$ cat src/rtl/pulse_rate_accum_pkg.sv
// Shared types and defaults for the pulse_rate_accum slice.
package pulse_rate_accum_pkg;

  localparam int PRA_CW_DEF = 8;

  typedef logic [PRA_CW_DEF-1:0] cnt_t;

  typedef enum logic {
    IDLE  = 1'b0,
    COUNT = 1'b1
  } pra_state_t;

endpackage

$ cat src/rtl/pulse_rate_accum_if.sv
// Count hand-off bus between pulse_rate_accum (master) and the packer (slave).
interface pulse_rate_accum_if
  import pulse_rate_accum_pkg::*;
#(
  parameter int CW = PRA_CW_DEF
);
  logic [CW-1:0] cnt_out;
  logic          cnt_valid;
  logic          cnt_sat;
  logic          cnt_ovr;
  logic [CW-1:0] dt_rej;
  logic          cnt_ack;

  modport master (
    output cnt_out, cnt_valid, cnt_sat, cnt_ovr, dt_rej,
    input  cnt_ack
  );

  modport slave (
    input  cnt_out, cnt_valid, cnt_sat, cnt_ovr, dt_rej,
    output cnt_ack
  );
endinterface

$ cat src/rtl/pulse_rate_accum_timebase.sv
// Interval timer: counts 0..PERIOD-1 while run=1, clears while run=0.
// tc flags the last cycle of each interval.
module pra_timebase #(
  parameter int PERIOD = 1024
) (
  input  logic clock,
  input  logic reset,
  input  logic run,
  output logic tc
);
  localparam int TW = (PERIOD > 2) ? $clog2(PERIOD) : 1;
  localparam logic [TW-1:0] LAST = TW'(PERIOD - 1);

  logic [TW-1:0] timer;

  assign tc = run && (timer == LAST);

  // timer advances only while running, wraps at the interval end
  always_ff @(posedge clock or posedge reset) begin
    if (reset)      timer <= '0;
    else if (!run)  timer <= '0;
    else if (tc)    timer <= '0;
    else            timer <= timer + 1'b1;
  end
endmodule

$ cat src/rtl/pulse_rate_accum.sv
// Per-channel pulse rate accumulator with valid/ack hand-off.
// Optional dead-time rejection is enabled by defining PRA_DEADTIME_EN.
module pulse_rate_accum
  import pulse_rate_accum_pkg::*;
#(
  parameter int CW       = PRA_CW_DEF,
  parameter int PERIOD   = 1024,
  parameter int DEAD_CYC = 4
) (
  input  logic clock,
  input  logic reset,
  input  logic enable,
  input  logic pls_in,
  output logic busy,
  pulse_rate_accum_if.master cnt_if
);
  localparam logic [CW-1:0] CNT_MAX = '1;

  pra_state_t    state;
  logic          terminal;
  logic          count_pls;
  logic [CW-1:0] acc;
  logic [CW-1:0] acc_sum;
  logic          sat_acc;

  // Counting follows enable directly so the first enabled cycle is timer=0.
  pra_timebase #(.PERIOD(PERIOD)) u_timebase (
    .clock (clock),
    .reset (reset),
    .run   (enable),
    .tc    (terminal)
  );

  assign acc_sum = (acc == CNT_MAX) ? acc : acc + CW'(count_pls);

`ifdef PRA_DEADTIME_EN
  localparam int DTW = $clog2(DEAD_CYC + 1);

  logic [DTW-1:0] dt_cnt;
  logic           rej_pls;
  logic [CW-1:0]  rej_acc;
  logic [CW-1:0]  rej_sum;

  assign count_pls = pls_in && (dt_cnt == '0);
  assign rej_pls   = pls_in && (dt_cnt != '0);
  assign rej_sum   = (rej_acc == CNT_MAX) ? rej_acc : rej_acc + CW'(rej_pls);

  // dead-time window opened by each counted pulse; spans interval boundaries
  always_ff @(posedge clock or posedge reset) begin
    if (reset)               dt_cnt <= '0;
    else if (!enable)        dt_cnt <= '0;
    else if (count_pls)      dt_cnt <= DTW'(DEAD_CYC);
    else if (dt_cnt != '0)   dt_cnt <= dt_cnt - 1'b1;
  end

  // reject counter, latched alongside the interval count
  always_ff @(posedge clock or posedge reset) begin
    if (reset) begin
      rej_acc       <= '0;
      cnt_if.dt_rej <= '0;
    end else if (!enable) begin
      rej_acc <= '0;
    end else if (terminal) begin
      rej_acc       <= '0;
      cnt_if.dt_rej <= rej_sum;
    end else begin
      rej_acc <= rej_sum;
    end
  end
`else
  wire unused_dead_cyc = (DEAD_CYC != 0);

  assign count_pls     = pls_in;
  assign cnt_if.dt_rej = '0;
`endif

  // IDLE/COUNT tracking with registered busy
  always_ff @(posedge clock or posedge reset) begin
    if (reset) begin
      state <= IDLE;
      busy  <= 1'b0;
    end else begin
      case (state)
        IDLE:    if (enable)  begin state <= COUNT; busy <= 1'b1; end
        COUNT:   if (!enable) begin state <= IDLE;  busy <= 1'b0; end
        default: begin state <= IDLE; busy <= 1'b0; end
      endcase
    end
  end

  // saturating accumulator, restarted at each interval end or on disable
  always_ff @(posedge clock or posedge reset) begin
    if (reset) begin
      acc     <= '0;
      sat_acc <= 1'b0;
    end else if (!enable || terminal) begin
      acc     <= '0;
      sat_acc <= 1'b0;
    end else begin
      acc     <= acc_sum;
      sat_acc <= sat_acc | (acc_sum == CNT_MAX);
    end
  end

  // latch the interval total and run the valid/ack/overwrite handshake
  always_ff @(posedge clock or posedge reset) begin
    if (reset) begin
      cnt_if.cnt_out   <= '0;
      cnt_if.cnt_valid <= 1'b0;
      cnt_if.cnt_sat   <= 1'b0;
      cnt_if.cnt_ovr   <= 1'b0;
    end else if (terminal) begin
      cnt_if.cnt_out   <= acc_sum;
      cnt_if.cnt_sat   <= sat_acc | (acc_sum == CNT_MAX);
      cnt_if.cnt_valid <= 1'b1;
      if (cnt_if.cnt_valid && !cnt_if.cnt_ack)     cnt_if.cnt_ovr <= 1'b1;
      else if (cnt_if.cnt_valid && cnt_if.cnt_ack) cnt_if.cnt_ovr <= 1'b0;
    end else if (cnt_if.cnt_valid && cnt_if.cnt_ack) begin
      cnt_if.cnt_valid <= 1'b0;
      cnt_if.cnt_ovr   <= 1'b0;
    end
  end
endmodule
$ cat src/flat_wrapper.sv
// flat-port wrapper written by rule: the top's interface ports become plain ports
module pulse_rate_accum_flat import pulse_rate_accum_pkg::*;
#(
  parameter int CW       = PRA_CW_DEF,
  parameter int PERIOD   = 1024,
  parameter int DEAD_CYC = 4
)
  (clock, reset, enable, pls_in, busy, cnt_if_cnt_out, cnt_if_cnt_valid, cnt_if_cnt_sat, cnt_if_cnt_ovr, cnt_if_dt_rej, cnt_if_cnt_ack);
  pulse_rate_accum_if #(.CW(CW)) cnt_if_i ();
  input  logic clock;
  input  logic reset;
  input  logic enable;
  input  logic pls_in;
  output logic busy;
  output wire logic [$bits(cnt_if_i.cnt_out)-1:0] cnt_if_cnt_out;
  output wire logic [$bits(cnt_if_i.cnt_valid)-1:0] cnt_if_cnt_valid;
  output wire logic [$bits(cnt_if_i.cnt_sat)-1:0] cnt_if_cnt_sat;
  output wire logic [$bits(cnt_if_i.cnt_ovr)-1:0] cnt_if_cnt_ovr;
  output wire logic [$bits(cnt_if_i.dt_rej)-1:0] cnt_if_dt_rej;
  input wire logic [$bits(cnt_if_i.cnt_ack)-1:0] cnt_if_cnt_ack;
  assign cnt_if_cnt_out = cnt_if_i.cnt_out;
  assign cnt_if_cnt_valid = cnt_if_i.cnt_valid;
  assign cnt_if_cnt_sat = cnt_if_i.cnt_sat;
  assign cnt_if_cnt_ovr = cnt_if_i.cnt_ovr;
  assign cnt_if_dt_rej = cnt_if_i.dt_rej;
  assign cnt_if_i.cnt_ack = cnt_if_cnt_ack;
  pulse_rate_accum #(.CW(CW), .PERIOD(PERIOD), .DEAD_CYC(DEAD_CYC)) u_core (.clock(clock), .reset(reset), .enable(enable), .pls_in(pls_in), .busy(busy), .cnt_if(cnt_if_i));
endmodule
$ cat config.mk
export PLATFORM = sky130hd
export DESIGN_NAME = pulse_rate_accum_flat
export DESIGN_NICKNAME = d
export VERILOG_FILES = /design/src/rtl/pulse_rate_accum_pkg.sv /design/src/rtl/pulse_rate_accum_if.sv /design/src/rtl/pulse_rate_accum_timebase.sv /design/src/rtl/pulse_rate_accum.sv /design/src/flat_wrapper.sv
export SDC_FILE = /design/constraint.sdc
export NUM_CORES = 1
export LEC_CHECK = 0
export ABC_CLOCK_PERIOD_IN_PS = 2150
export CORE_UTILIZATION = 45
export CTS_BUF_LIST = sky130_fd_sc_hd__clkbuf_8
export DETAILED_ROUTE_END_ITERATION = 12
export MAX_ROUTING_LAYER = met4
export PLACE_DENSITY = 0.72
export SLEW_MARGIN = 20
export SYNTH_ARGS = -nofsm -noshare
export SYNTH_HDL_FRONTEND = slang
export SYNTH_HIERARCHICAL = 1
export SYNTH_SLANG_ARGS = --single-unit
$ cat constraint.sdc
create_clock -name clock -period 2.15 [get_ports clock]
set_input_delay 0.215 -clock clock [delete_from_list [all_inputs] [get_ports clock]]
set_output_delay 0.215 -clock clock [all_outputs]
set_load 0.01 [all_outputs]
==> out/metrics.yaml, run 1 <==
sta:
  setup_tns_ns: 0
  fin_worst_skew_ns: 0.0101
  setup_viol: 0
  period_minus_slack_ns: 1.82
  fin_crit_sh_pct: 84.8
  whs_ns: 0.213
  fmax_mhz: 548
  maxSlewViolCount: 0
  hold_viol: 0
  rsz0062_at_grt: "false"
  fin_ws_ns: 0.326
clock_tree:
  clkTransAtPathRegs_ns: 0.07
  cts_htree_levels: 2
  cts_buffers: 5
  clock_latency_ns: 0.29
  clockBufferDepth: 2
  cts_resized: 0
  cts_tree: "built"
  cts-root-buf: "clkbuf_8"
  holdBufCountCts: 0
  post_cts_buffers: 0
  clkSinkCount: 32
placed_design:
  port_buffers: 16
  gp_congestion: 0.830
  hpwl_um: 2120
  dp_slack_ns: 0.0884
finish:
  nets: 192
  n_antenna_cell: 0
  n_fill_cell: 304
  drive_gt1_share_pct: 13.5
  area_growth_pct: 18.9
  final_util_pct: 56.1
drt:
  vias: 1180
  drt_iter0_markers: 63
  wl_per_cell_um: 12.4
  drc: 0
  drtPass1Iterations: 4
  ant_nets: 0
  viasPerCell: 5.11
  wl_um: 2860
floorplan:
  die_h_um: 61.1
  start_util_pct: 47.2
  rows: 21
  die_x_um: 61.1
  core_um2: 3340
  die_area_um2: 3740
  ioPinCount: 25
worst_setup_path:
  crit-reg2reg-launch: "u_core/u_timebase/timer[0]"
  rr_endpoint: "u_core/cnt_if.cnt_sat"
  critPathMaxFanout: 5
  reg2reg_slack_ns: 0.33
  worstSetupPathType: "reg -> reg"
  slowest_stage: "or3_1"
  r2r_cells: 7
  slowest_delay_ns: 0.41
  arrival_ns: 1.99
  required_ns: 2.32
  crit_path_cell_trace: "ha_1 > nand4_1 > nor4_2 > inv_1 > or3_1 > o32ai_1 > nor3_1"
  worst_setup_path_start_kind: "register"
  worstSetupEndpointType: "register"
synthesis:
  synth_ff_type: "dfrtp_1"
  async_flop_share_pct: 100
  synth_cell_type_count: 39
  avgSynthCellArea_um2: 9.84
  synth.largest_area_cell: "dfrtp_1"
  synth_edf_count: 0
  seq_area_frac_synth_pct: 50.9
  ys_ff_latch: 32
  synth_most_common_cell: "dfrtp_1"
  synthesis.area_um2: 1570
  ys_top_cells_by_area: "dfrtp_1 (51%), nor2_1 (7.4%), a21oi_1 (5.4%)"
  synthCells: 160
  yosysWarnings: 6
  synth_top_area_share_pct: 50.9
  synth_common_cells: "dfrtp_1 (32), nor2_1 (31), a21oi_1 (17)"
power_and_ir_drop:
  p_total_w: 0.00121
  leakage_nw: 0.863
  power.density_nw_per_um2: 648
  ir_worst_vdd_uv: 399
global_routing:
  grt_overflow: 0
  antenna_found_initial: 0
  grt_usage_pct: 19.3
  grt_pass1_wl_um: 4860
  grt_max_degree: 23
  grt_pass1_vias: 1123
worst_hold_path:
  hp-class: "in -> async"
flow_run:
  max_cap_viol_count: 0
status:
  outcome: "completed"
-- layer usage --
layer	up-vias	GRT usage [%]	wire length, um
li1	589	-	-
met1	560	22.5	1290
met2	24	30.0	1410
met3	7	6.30	112
met4	0	9.74	45
met5	-	-	0
-- where the power goes --
part	switching, W	leakage (nW)	internal, W
sequential	0.0000168	0.430	0.000622
combinational	0.0000559	0.383	0.0000428
clock	0.000220	0.0510	0.000255
total	0.000293	0.863	0.000920
-- stage by stage --
step                instances  cell area [um2]
global route              231             1870
CTS                       231             1870
finish                    231             1870
floorplan                 167             1600
detailed placement        223             1780
global placement          223             1780
-- flip-flops by register name, indices dropped and copies added, names as in the netlist, named ones only --
register / count
u_core/acc: 8
u_core/state: 1
u_core/busy: 1
u_core/u_timebase/timer: 10
u_core/sat_acc: 1
u_core/cnt_if.cnt_out: 8
u_core/cnt_if.cnt_sat: 1
u_core/cnt_if.cnt_valid: 1
-- worst max-delay path: cells and delay by family (launching register included) --
kind            cells  cell delay (ns)
buf+inv             1             0.14
simple gates        4             0.83
flops               1             0.39
fa+ha+maj           1             0.22
compound gates      1             0.13
-- area by class of cell --
cell class / instances / area, um2 / share of cell area (%)
clock buffer: 6 / 82.6 / 4.41
inverter: 9 / 33.8 / 1.80
multi-input combinational: 116 / 697 / 37.2
timing repair buffer: 20 / 190 / 10.2
tap: 46 / 57.6 / 3.07
sequential: 32 / 801 / 42.8
clock inverter: 2 / 10.0 / 0.535
-- cell families after synthesis --
family	synth area share, %
other	0.238
muxes	2.15
DFF	50.9
xor gates and xnor gates	4.45
buffers and inverters	6.92
adders and majority gates	3.02
AOI/OAI and AO/OA	10.3
and+or+nand+nor	22.1
-- how the worst max path moves through the flow --
| stage | start | endpoint | slack, ns | cells past startpoint |
|---|---|---|---|---|
| finish | u_core/u_timebase/timer[0] | u_core/cnt_if.cnt_sat | 0.33 | 7 |
| global route | u_core/u_timebase/timer[0] | u_core/cnt_if.cnt_sat | 0.05 | 7 |
| CTS | u_core/u_timebase/timer[0] | u_core/cnt_if.cnt_sat | 0.26 | 7 |
| detailed placement | pls_in | u_core/cnt_if.cnt_sat | 0.09 | 8 |
| global placement | pls_in | u_core/cnt_if.cnt_sat | 0.13 | 8 |
| floorplan | u_core/u_timebase/timer[0] | u_core/cnt_if.cnt_sat | 0.16 | 8 |
-- cell usage in the layout, fill, tap and decap left out, types with 4 or more instances in the layout --
| cell type | Yosys | routed |
|---|---|---|
| a21oi_1 | 17 | 17 |
| buf_4 | 8 | 4 |
| clkbuf_8 | 0 | 6 |
| clkdlybuf4s50_1 | 0 | 16 |
| conb_1 | 1 | 8 |
| dfrtp_1 | 32 | 32 |
| inv_1 | 9 | 9 |
| nand2_1 | 6 | 6 |
| nand3_1 | 7 | 7 |
| nor2_1 | 31 | 31 |
| o21ai_0 | 4 | 4 |
| xor2_1 | 5 | 5 |
(Power assumes the default switching activity.)
==> run 2, diff against run 1 <==
Settings changed: ABC_CLOCK_PERIOD_IN_PS 2150 to 1600.
Clock period 2.15 ns to 1.6 ns, I/O delays scaled along.
==> run 2 against run 1 <==
Net effect: the flow now finishes with violations (negative setup slack); sequential cell count unchanged; global-route usage increased by 1.1 points; hold slack got worse by 0.039 ns; sequential share of layout area decreased by 6.0 points; combinational power increased by 91%; sequential power increased by 34%; design area increased by 16%; die area unchanged; critical path type unchanged; critical endpoint unchanged; highest routed layer unchanged.
==> out/metrics.yaml, run 2 (synthesis gave the netlist of run 1 again) <==
power_and_ir_drop:
  ir_worst_vdd_uv: 423  # was 399 uV
  leakage_nw: 1.01  # was 0.863 nW
  power.density_nw_per_um2: 837  # was 648 nW/um2
  p_total_w: 0.00182  # was 0.00121 W
worst_setup_path:
  crit_path_cell_trace: "ha_2 > nand4_1 > nor4_2 > buf_4 > inv_4 > or3_4 > o32ai_2 > nor3_1"  # was ha_1 > nand4_1 > nor4_2 > inv_1 > or3_1 > o32ai_1 > nor3_1
  path_delay_family: "simple AND/OR/NAND/NOR gates"  # unchanged
  worst_setup_path_start_kind: "register"  # unchanged
  critPathBufInv: 2  # was 1
  worstSetupPathType: "reg -> reg"  # unchanged
  reg2reg_slack_ns: -0.21  # was 0.33 ns
  required_ns: 1.77  # was 2.32 ns
  slowest_stage: "or3_4"  # was or3_1
  worstSetupEndpointType: "register"  # unchanged
  arrival_ns: 1.98  # was 1.99 ns
  critPathMaxFanout: 2  # was 5
  slowest_delay_ns: 0.37  # was 0.41 ns
floorplan:
  core_um2: 3340  # unchanged
  ioPinCount: 25  # unchanged
  die_x_um: 61.1  # unchanged
  rows: 21  # unchanged
  die_area_um2: 3740  # unchanged
  start_util_pct: 47.2  # unchanged
  die_h_um: 61.1  # unchanged
sta:
  hold_viol: 0  # unchanged
  fin_crit_sh_pct: 113  # was 84.8%
  fin_ws_ns: -0.210  # was 0.326 ns
  fin_worst_skew_ns: 0.00870  # was 0.0101 ns
  fmax_mhz: 553  # was 548 MHz
  period_minus_slack_ns: 1.81  # was 1.82 ns
  setup_tns_ns: -0.370  # was 0 ns
  setup_viol: 2  # was 0
  rsz0062_at_grt: "true"  # was false
  maxSlewViolCount: 0  # unchanged
clock_tree:
  cts_htree_levels: 2  # unchanged
  cts_buffers: 5  # unchanged
  clockBufferDepth: 2  # unchanged
  clkSinkCount: 32  # unchanged
  clkTransAtPathRegs_ns: 0.07  # about the same
  cts_tree: "built"  # unchanged
  cts-root-buf: "clkbuf_8"  # unchanged
  holdBufCountCts: 0  # unchanged
  clock_latency_ns: 0.28  # was 0.29 ns
finish:
  area_growth_pct: 38.2  # was 18.9%
  largest_reg_flops: 10  # unchanged
  final_common_cell: "dfrtp_1"  # unchanged
  largestRegisters: "u_core/u_timebase/timer x10, u_core/acc x8, u_core/cnt_if.cnt_out x8"  # unchanged
  nets: 218  # was 192
  mostFrequentLayoutCells: "dfrtp_1 (32), nor2_1 (30), buf_4 (30)"  # was dfrtp_1 (32), nor2_1 (31), a21oi_1 (17)
  n_antenna_cell: 0  # unchanged
  final_util_pct: 65.2  # was 56.1%
  max_flop_register: "u_core/u_timebase/timer"  # unchanged
  drive_gt1_share_pct: 29.9  # was 13.5%
  fin_cells: 257  # was 231
  n_fill_cell: 275  # was 304
drt:
  drtPass1Iterations: 4  # unchanged
  ant_nets: 0  # unchanged
  viasPerCell: 5.00  # was 5.11
  drc: 0  # unchanged
  wl_per_cell_um: 13.1  # was 12.4 um
  wl_um: 3360  # was 2860 um
  vias: 1286  # was 1180
  drt_iter0_markers: 107  # was 63
global_routing:
  grt_max_degree: 23  # unchanged
  grt_overflow: 0  # unchanged
  grt_pass1_wl_um: 5260  # was 4860 um
  grt_usage_pct: 20.4  # was 19.3%
  antenna_found_initial: 0  # unchanged
  grt_pass1_vias: 1253  # was 1123
status:
  outcome: "finished with violations"  # was completed
  violations: "negative setup slack"
placed_design:
  dp_slack_ns: -0.330  # was 0.0884 ns
  place_inst: 247  # was 223
  port_buffers: 16  # unchanged
  gp_congestion: 0.858  # was 0.830
  hpwl_um: 2440  # was 2120 um
flow_run:
  max_cap_viol_count: 0  # unchanged
worst_hold_path:
  hp-class: "in -> async"  # unchanged
-- run 2: repair_timing --
item / CTS / global route
gates resized for setup: 4 / 11
pin swaps: 0 / 4
hold endpoints to repair: 0 / 0
setup buffers: 0 / 2
setup endpoints to repair: 8 / 23
-- run 2: worst paths after layout --
| path | from | cells past startpoint | end |
|---|---|---|---|
| max in group asynchronous | reset | 3 | u_core/cnt_if.cnt_out[1] |
| worst max-delay path | u_core/u_timebase/timer[0] | 8 | u_core/cnt_if.cnt_sat |
| worst min-delay path | reset | 2 | u_core/u_timebase/timer[8] |
| worst min register to register | u_core/cnt_if.cnt_out[7] | 1 | u_core/cnt_if.cnt_out[7] |
| worst max register to register | u_core/u_timebase/timer[0] | 8 | u_core/cnt_if.cnt_sat |
| min in group clock | cnt_if_cnt_ack | 2 | register |
-- run 2: final cells by class --
cell class                      count  area [um2]  share of cell area, %
Clock inverter                      3        42.5                   1.96
Sequential cell                    32         801                   36.8
Clock buffer                        5        68.8                   3.16
Timing Repair Buffer               46         385                   17.7
Multi-Input combinational cell    116         783                   36.0
Inverter                            9        36.3                   1.67
Tap cell                           46        57.6                   2.65
-- run 2: report_power, final --
| part | total, W | internal [W] | switching (W) |
|---|---|---|---|
| clock network | 0.000775 | 0.000461 | 0.000314 |
| logic | 0.000189 | 0.0000948 | 0.0000945 |
| registers | 0.000856 | 0.000836 | 0.0000204 |
-- run 2: layer usage --
| layer | part of all wire (%) | vias up | track usage [%] |
|---|---|---|---|
| met1 | 44 | 621 | 24.0 |
| li1 | - | 633 | - |
| met2 | 52 | 26 | 32.8 |
| met5 | 0 | - | - |
| met3 | 3.3 | 6 | 4.20 |
| met4 | 1.1 | 0 | 11.0 |
-- run 2: stage by stage --
step                      hold slack (ns)  area, um2
final                               0.173       2170
after global routing                0.234       2170
after CTS                           0.182       2090
after detailed placement            0.484       1960
after global placement              0.478       1960
after floorplan                  0.000178       1610
